## src/rtl/e203_exu_wbck_arb.sv

```systemverilog
// NSRC-source EXU write-back arbiter (fixed priority or round-robin) with sticky exception flags.
// Define E203_WBCK_OREG_EN to register the regfile write port (1-cycle latency).
module e203_exu_wbck_arb #(
  parameter int unsigned NSRC    = 2,
  parameter int unsigned XLEN    = 32,
  parameter int unsigned RFIDX_W = 5,
  parameter int unsigned FLAGS_W = 5,
  parameter int unsigned RR_MODE = 0
) (
  input  logic                    clk,
  input  logic                    rst_n,
  input  logic [NSRC-1:0]         src_valid,
  output logic [NSRC-1:0]         src_ready,
  input  logic [NSRC*XLEN-1:0]    src_wdat,
  input  logic [NSRC*RFIDX_W-1:0] src_rdidx,
  input  logic [NSRC*FLAGS_W-1:0] src_flags,
  input  logic                    wbck_stall,
  output logic                    rf_wbck_o_ena,
  output logic [XLEN-1:0]         rf_wbck_o_wdat,
  output logic [RFIDX_W-1:0]      rf_wbck_o_rdidx,
  input  logic                    fflags_clr,
  output logic [FLAGS_W-1:0]      fflags_o
);

  logic [2:0]         r_ptr;
  logic [FLAGS_W-1:0] r_fflags;
  logic [2:0]         w_sel;
  logic               w_found;
  logic [NSRC-1:0]    w_grant;
  logic [XLEN-1:0]    w_wdat;
  logic [RFIDX_W-1:0] w_rdidx;
  logic [FLAGS_W-1:0] w_flags;
  logic               w_unused_flags0;

  // ALU flags never contribute to the sticky register.
  assign w_unused_flags0 = ^src_flags[FLAGS_W-1:0];

  // Each valid source gets a distance from the search start; the smallest wins.
  // Fixed priority maps the highest index to distance 0.
  always_comb begin : arb
    int unsigned best_d;
    int unsigned d;
    best_d  = NSRC;
    d       = 0;
    w_sel   = '0;
    w_found = 1'b0;
    for (int unsigned i = 0; i < NSRC; i++) begin
      if (RR_MODE != 0) d = (i + NSRC - 1 - 32'(r_ptr)) % NSRC;
      else              d = NSRC - 1 - i;
      if (src_valid[i] && !wbck_stall && (d < best_d)) begin
        best_d  = d;
        w_sel   = i[2:0];
        w_found = 1'b1;
      end
    end
  end

  always_comb begin
    w_grant = '0;
    w_wdat  = '0;
    w_rdidx = '0;
    w_flags = '0;
    for (int unsigned i = 0; i < NSRC; i++) begin
      if (w_found && (w_sel == i[2:0])) begin
        w_grant[i] = 1'b1;
        w_wdat     = src_wdat[i*XLEN +: XLEN];
        w_rdidx    = src_rdidx[i*RFIDX_W +: RFIDX_W];
        if (i != 0) w_flags = src_flags[i*FLAGS_W +: FLAGS_W];
      end
    end
  end

  assign src_ready = w_grant;
  assign fflags_o  = r_fflags;

  always_ff @(posedge clk or negedge rst_n) begin
    if (!rst_n) begin
      r_ptr    <= 3'(NSRC - 1);
      r_fflags <= '0;
    end else begin
      if (w_found) begin
        r_ptr    <= w_sel;
        // A clear in the same cycle wipes only the old value, not the incoming flags.
        r_fflags <= (fflags_clr ? '0 : r_fflags) | w_flags;
      end else if (fflags_clr) begin
        r_fflags <= '0;
      end
    end
  end

`ifdef E203_WBCK_OREG_EN
  logic               r_ena;
  logic [XLEN-1:0]    r_wdat;
  logic [RFIDX_W-1:0] r_rdidx;

  always_ff @(posedge clk or negedge rst_n) begin
    if (!rst_n) begin
      r_ena   <= 1'b0;
      r_wdat  <= '0;
      r_rdidx <= '0;
    end else begin
      r_ena <= w_found;
      if (w_found) begin
        r_wdat  <= w_wdat;
        r_rdidx <= w_rdidx;
      end
    end
  end

  assign rf_wbck_o_ena   = r_ena;
  assign rf_wbck_o_wdat  = r_wdat;
  assign rf_wbck_o_rdidx = r_rdidx;
`else
  assign rf_wbck_o_ena   = w_found;
  assign rf_wbck_o_wdat  = w_wdat;
  assign rf_wbck_o_rdidx = w_rdidx;
`endif

endmodule
```

## config.mk

```make
export PLATFORM = sky130hd
export DESIGN_NAME = e203_exu_wbck_arb
export DESIGN_NICKNAME = d
export VERILOG_FILES = /design/src/rtl/e203_exu_wbck_arb.sv
export SDC_FILE = /design/constraint.sdc
export NUM_CORES = 1
export LEC_CHECK = 0
export BUFFER_PORTS_ARGS = -buffer_cell sky130_fd_sc_hd__buf_2
export CORE_ASPECT_RATIO = 0.7
export CORE_MARGIN = 2
export CORE_UTILIZATION = 30
export DETAILED_ROUTE_END_ITERATION = 8
export PLACE_DENSITY = 0.82
export SLEW_MARGIN = 25
export SYNTH_ARGS = -nofsm -noshare
export SYNTH_HDL_FRONTEND = slang
export SYNTH_SLANG_ARGS = --single-unit
```

## constraint.sdc

```tcl
create_clock -name clk -period 0.8 [get_ports clk]
set_input_delay 0.12 -clock clk [delete_from_list [all_inputs] [get_ports clk]]
set_output_delay 0.12 -clock clk [all_outputs]
set_load 0.01 [all_outputs]
```

Yosys cells after proc, flatten, opt, wreduce, memory -nomap -nowiden. Cells that the tools add are included. W data, S select, Z words.

Magnitude comparators: 1. Equal/unequal tests: 1. Muxes and demuxes: 13. Bitwise logic cells: 1. Reduce and logical (&&, ||, !) cells: 7.

Operators with widths (number): $mux W32 (2); $mux W5 (5); $logic_and A1 B1 Y1 (5); $mux W1 (5); $or A5 B5 Y5 (1); $eq A3 B1 Y1 const B (1); $logic_not A3 Y1 (1); $lt A1 B2 Y1 const A (1); $mux W2 (1); $logic_not A1 Y1 (1).

Register bits: 5. Input port bits: 90. Output and inout bits: 45.

Longest topological paths before layout.
Depth in word-level cells: 11. Mapped depth: 4. Gate-level depth less buffers: 2.

Least setup slack after synthesis. OpenSTA, ideal clock, no wires.

Path type: input port to output port. Start: input src_valid[1]. End: output rf_wbck_o_wdat[19]. Data arrival time: 728 ps. Required time: 680 ps. Slack: -48 ps. Cell stages on the path: 4. Buffers on the path: 2. Cells stage by stage: buf_6 buf_8 nand3b_1 a21oi_1.

Word-level cells in the longest chain between the ends: 7. Elaborated cells between the ends (all ways): 10. Classes of those cells: 1 x eq/ne; 4 x mux; 5 x reduce/logical.

Ends and longest elaborated chain: start: declaration (RTL line 12) `input logic [NSRC-1:0] src_valid,`; $logic_and A1 B1 Y1 (*) (2 in series) (RTL line 50) `if (src_valid[i] && !wbck_stall && (d < best_d)) begin`; $mux W1 (RTL line 50); $logic_not A3 Y1 (RTL line 64) `if (w_found && (w_sel == i[2:0])) begin`; $logic_and A1 B1 Y1 (RTL line 64); $mux W32 (RTL line 64); $mux W32 (*) (RTL line 64); end: declaration (RTL line 19) `output logic [XLEN-1:0] rf_wbck_o_wdat,`.

Mark *: on every way between the ends. The rest lies on a longest branch, timed or not.

Final worst setup path.
Start: input src_valid[1]. End: output rf_wbck_o_wdat[2].

The elaborated chain is that of the path after synthesis.

==> metrics.md <==
| Metric | Value |
|---|---|
| Largest net degree at the start of global routing | `26` |
| Slowest CP cell | `nand3b_1` |
| Total gr overflow | `0` |
| Initial antenna violation count | `0` |
| Status | `finished with violations` |
| TritonCTS Sinks | `5` |
| GP Congestion | `about 0.75` |
| Final Worst Setup Slack | `-0.161 ns` |
| Total CTS buffers | `3` |
| Sequential area share after synthesis | `~14%` |
| DR iter-0 viols | `52` |
| Int Power | `roughly 1.2 mW` |
| WHS Path Cells | `2` |
| Hold Path End | `fflags_o[4]` |
| Vias in the first global route | `1,384` |
| Clock power share | `a little over a quarter` |
| Synth area leaders | `nand3b_1, a21oi_1, nand2_1` |
| Worst hold path type | `in2reg` |
| Top-level I/O count | `135` |
| Remaining antenna violation count after routing | `0` |
| Post-synth top area cell | `nand3b_1` |
| First-pass detailed-route iteration total | `5` |
| Commonest non-fill, non-tap cell in the layout | `buf_2` |
| Most frequent cells in the layout | `buf_2, nand3b_1, nand2_1` |
| Setup tns final | `-4.21 ns` |
| Setup Viol. Count Final | `between 40 and 50` |
| Area grow syn2layout | `124%` |
| Hpwl dp | `approximately 2600 µm` |
| Full die area | `0.00348 mm²` |
| Hold slack | `0.113 ns` |
| Syn Std Cell Area | `~900 µm²` |
| Crit. End Element | `output port` |
| Fillers | `between 200 and 250` |
| WL final | `just under 4000 µm` |
| Post-Synthesis Cells | `~140` |
| Routed len/inst | `12.5 µm` |
| Rel. slew slack | `around nine tenths` |
| Remaining DRCs | `0` |
| Worst Skew | `0 ns` |
| #FFs+latches synth | `5` |
| Worst-path maximum fanout | `16` |
| Period utilization | `120%` |
| Worst path cell trace | `buf_12 -> buf_12 -> nand3b_1 -> a21oi_2 -> buf_2` |
| Crit-path most repeated cell | `buf_12` |
| Failing checks | `setup timing` |
| R2R setup slack | `-0.06 ns` |
| Reg-to-Reg End | `fflags_o[2]` |
| Yosys Warn Count | `0` |
| Final #Nets | `374` |
| Worst-Margin Slew | `~0.14 ns` |
| Max H-tree Level | `1` |
| Final Max Slew Viols | `0` |
| Pwr Density | `approximately 860 mW/mm²` |
| Placement Setup Slack | `-0.233 ns` |
| CTS root buf | `clkbuf_8` |
| F_max | `~1000 MHz` |
| Clock Latency Late Sink | `0.21 ns` |
| Crit start category | `primary input` |
| Max FFs per register | `5` |
| Psw | `roughly 0.55 mW` |
| Leakage | `~1.1 nW` |
| Sequential Power Share | `16.6%` |
| RSZ-0062 raised after global routing | `yes` |
| Rows | `16` |
| Share of cells above drive strength 1 | `between 60% and 70%` |
| Switching Share | `31.9%` |
| Final hold vios | `0` |
| Mapped Nets | `between 200 and 250` |
| Starting density of the core | `roughly a third` |
| CTS tree | `yes` |
| First-pass GRT wire length | `between 5000 and 6000 µm` |
| I/O Buffers | `~130` |
| # Max-Cap Violations | `0` |
| Hold path startpoint | `src_flags[9]` |
| Synth top area share | `30.7%` |
| Required time worst endpoint | `a little under 0.7 ns` |
| Die width | `between 60 and 70 µm` |
| Avg Cell Area, Syn | `6.33 µm²` |
| Largest stage delay on the critical path | `~0.18 ns` |
| Comb power frac | `approximately 57%` |
| Peak VDD IR | `roughly 0.00038 V` |
| Clk slew on worst S/H paths | `roughly 0.040 ns` |
| Arrival time of the worst setup path | `roughly 0.84 ns` |
| Crit Reg-Reg Startpoint | `fflags_o[2]` |
| CP Class | `in2out` |
| Reg2Reg Depth | `2` |
| Global-route usage over all layers | `about a fifth` |
| Synth cell types | `14` |
| Util after Layout | `between 70% and 80%` |
| Final min period | `slightly below 1 ns` |
| ANT cells | `0` |
| Overall Power | `1.74 mW` |
| Detail-routed via count per cell | `approximately 4.9` |
| Core area | `0.00284 mm²` |
| Critical Path Source | `src_valid[1]` |
| Total vias in the final route | `1,553` |
| Die Height | `49.9 µm` |
| Maximum buffer depth of the clock tree | `2` |
-- cell families (layout without fill, tap and decap cells) --
family / Yosys count / in the layout / synth area share (%)
flops: 5 / 5 / 13.8
compound gates: 42 / 42 / 25.3
simple gates: 78 / 78 / 48.4
buf+inv: 18 / 158 / 12.4
-- final cells by class --
type,count,area (µm²),share of cell area (%)
Multi-Input combinational cell,120,726,35.8
Sequential cell,5,125,6.18
Timing Repair Buffer,153,1080,53.4
Clock buffer,4,45.0,2.22
Inverter,1,3.75,0.185
Tap cell,36,45.0,2.22
-- repair_timing --
item,4_1_cts,5_1_grt
gates resized for setup,17,11
gates cloned,6,2
hold endpoints to repair,5,0
hold buffers,1,0
setup buffers,5,0
pin swaps,36,2
setup endpoints to repair,45,47
-- cells in the mapped netlist --
library cell	count
a22o_1	5
clkbuf_1	4
buf_8	1
buf_6	1
dfrtp_1	5
nand2_1	37
nor2_1	2
nor2b_1	1
inv_1	1
nand3b_1	37
a21oi_1	37
nor3b_1	1
buf_4	5
buf_2	6
-- stage by stage --
stage	cells	area, µm²
finish	319	2030
global route	319	2030
CTS	318	1960
detailed placement	302	1670
global placement	302	1670
floorplan	143	940
-- worst max-delay path, delay by kind of cell --
kind | cells | cell delay [ns]
simple gates | 1 | 0.18
compound gates | 1 | 0.14
buf+inv | 3 | 0.39
-- worst max-delay path by stage --
stage                              end  cells past startpoint  slack (ns)
floorplan           rf_wbck_o_wdat[19]                      4       -0.01
global placement    rf_wbck_o_wdat[11]                      5       -0.23
detailed placement  rf_wbck_o_wdat[11]                      5       -0.23
CTS                  rf_wbck_o_wdat[4]                      5       -0.12
global route         rf_wbck_o_wdat[2]                      5       -0.21
finish               rf_wbck_o_wdat[2]                      5       -0.16
-- power by group through the flow --
| stage | logic [mW] | registers [mW] | clock network [mW] |
|---|---|---|---|
| 5_1_grt | 1.07 | 0.289 | 0.493 |
| 3_3_place_gp | 0.777 | 0.287 | 0 |
| 3_5_place_dp | 0.788 | 0.288 | 0 |
| 2_1_floorplan | 0.378 | 0.296 | 0 |
| 4_1_cts | 0.952 | 0.283 | 0.461 |
| 6_report | 0.986 | 0.288 | 0.462 |
-- metal layers --
metal  global-route usage, %  share of wire [%]  wire, µm  vias to the layer above
li1                        -                  -         -                      778
met2                    40.4                 51      2040                       81
met3                    2.86                8.7       347                        2
met4                    5.77               0.53        21                        0
met5                       0                  0         0                        -
met1                    23.1                 40      1570                      692
Power figures use the tool's default switching activity.
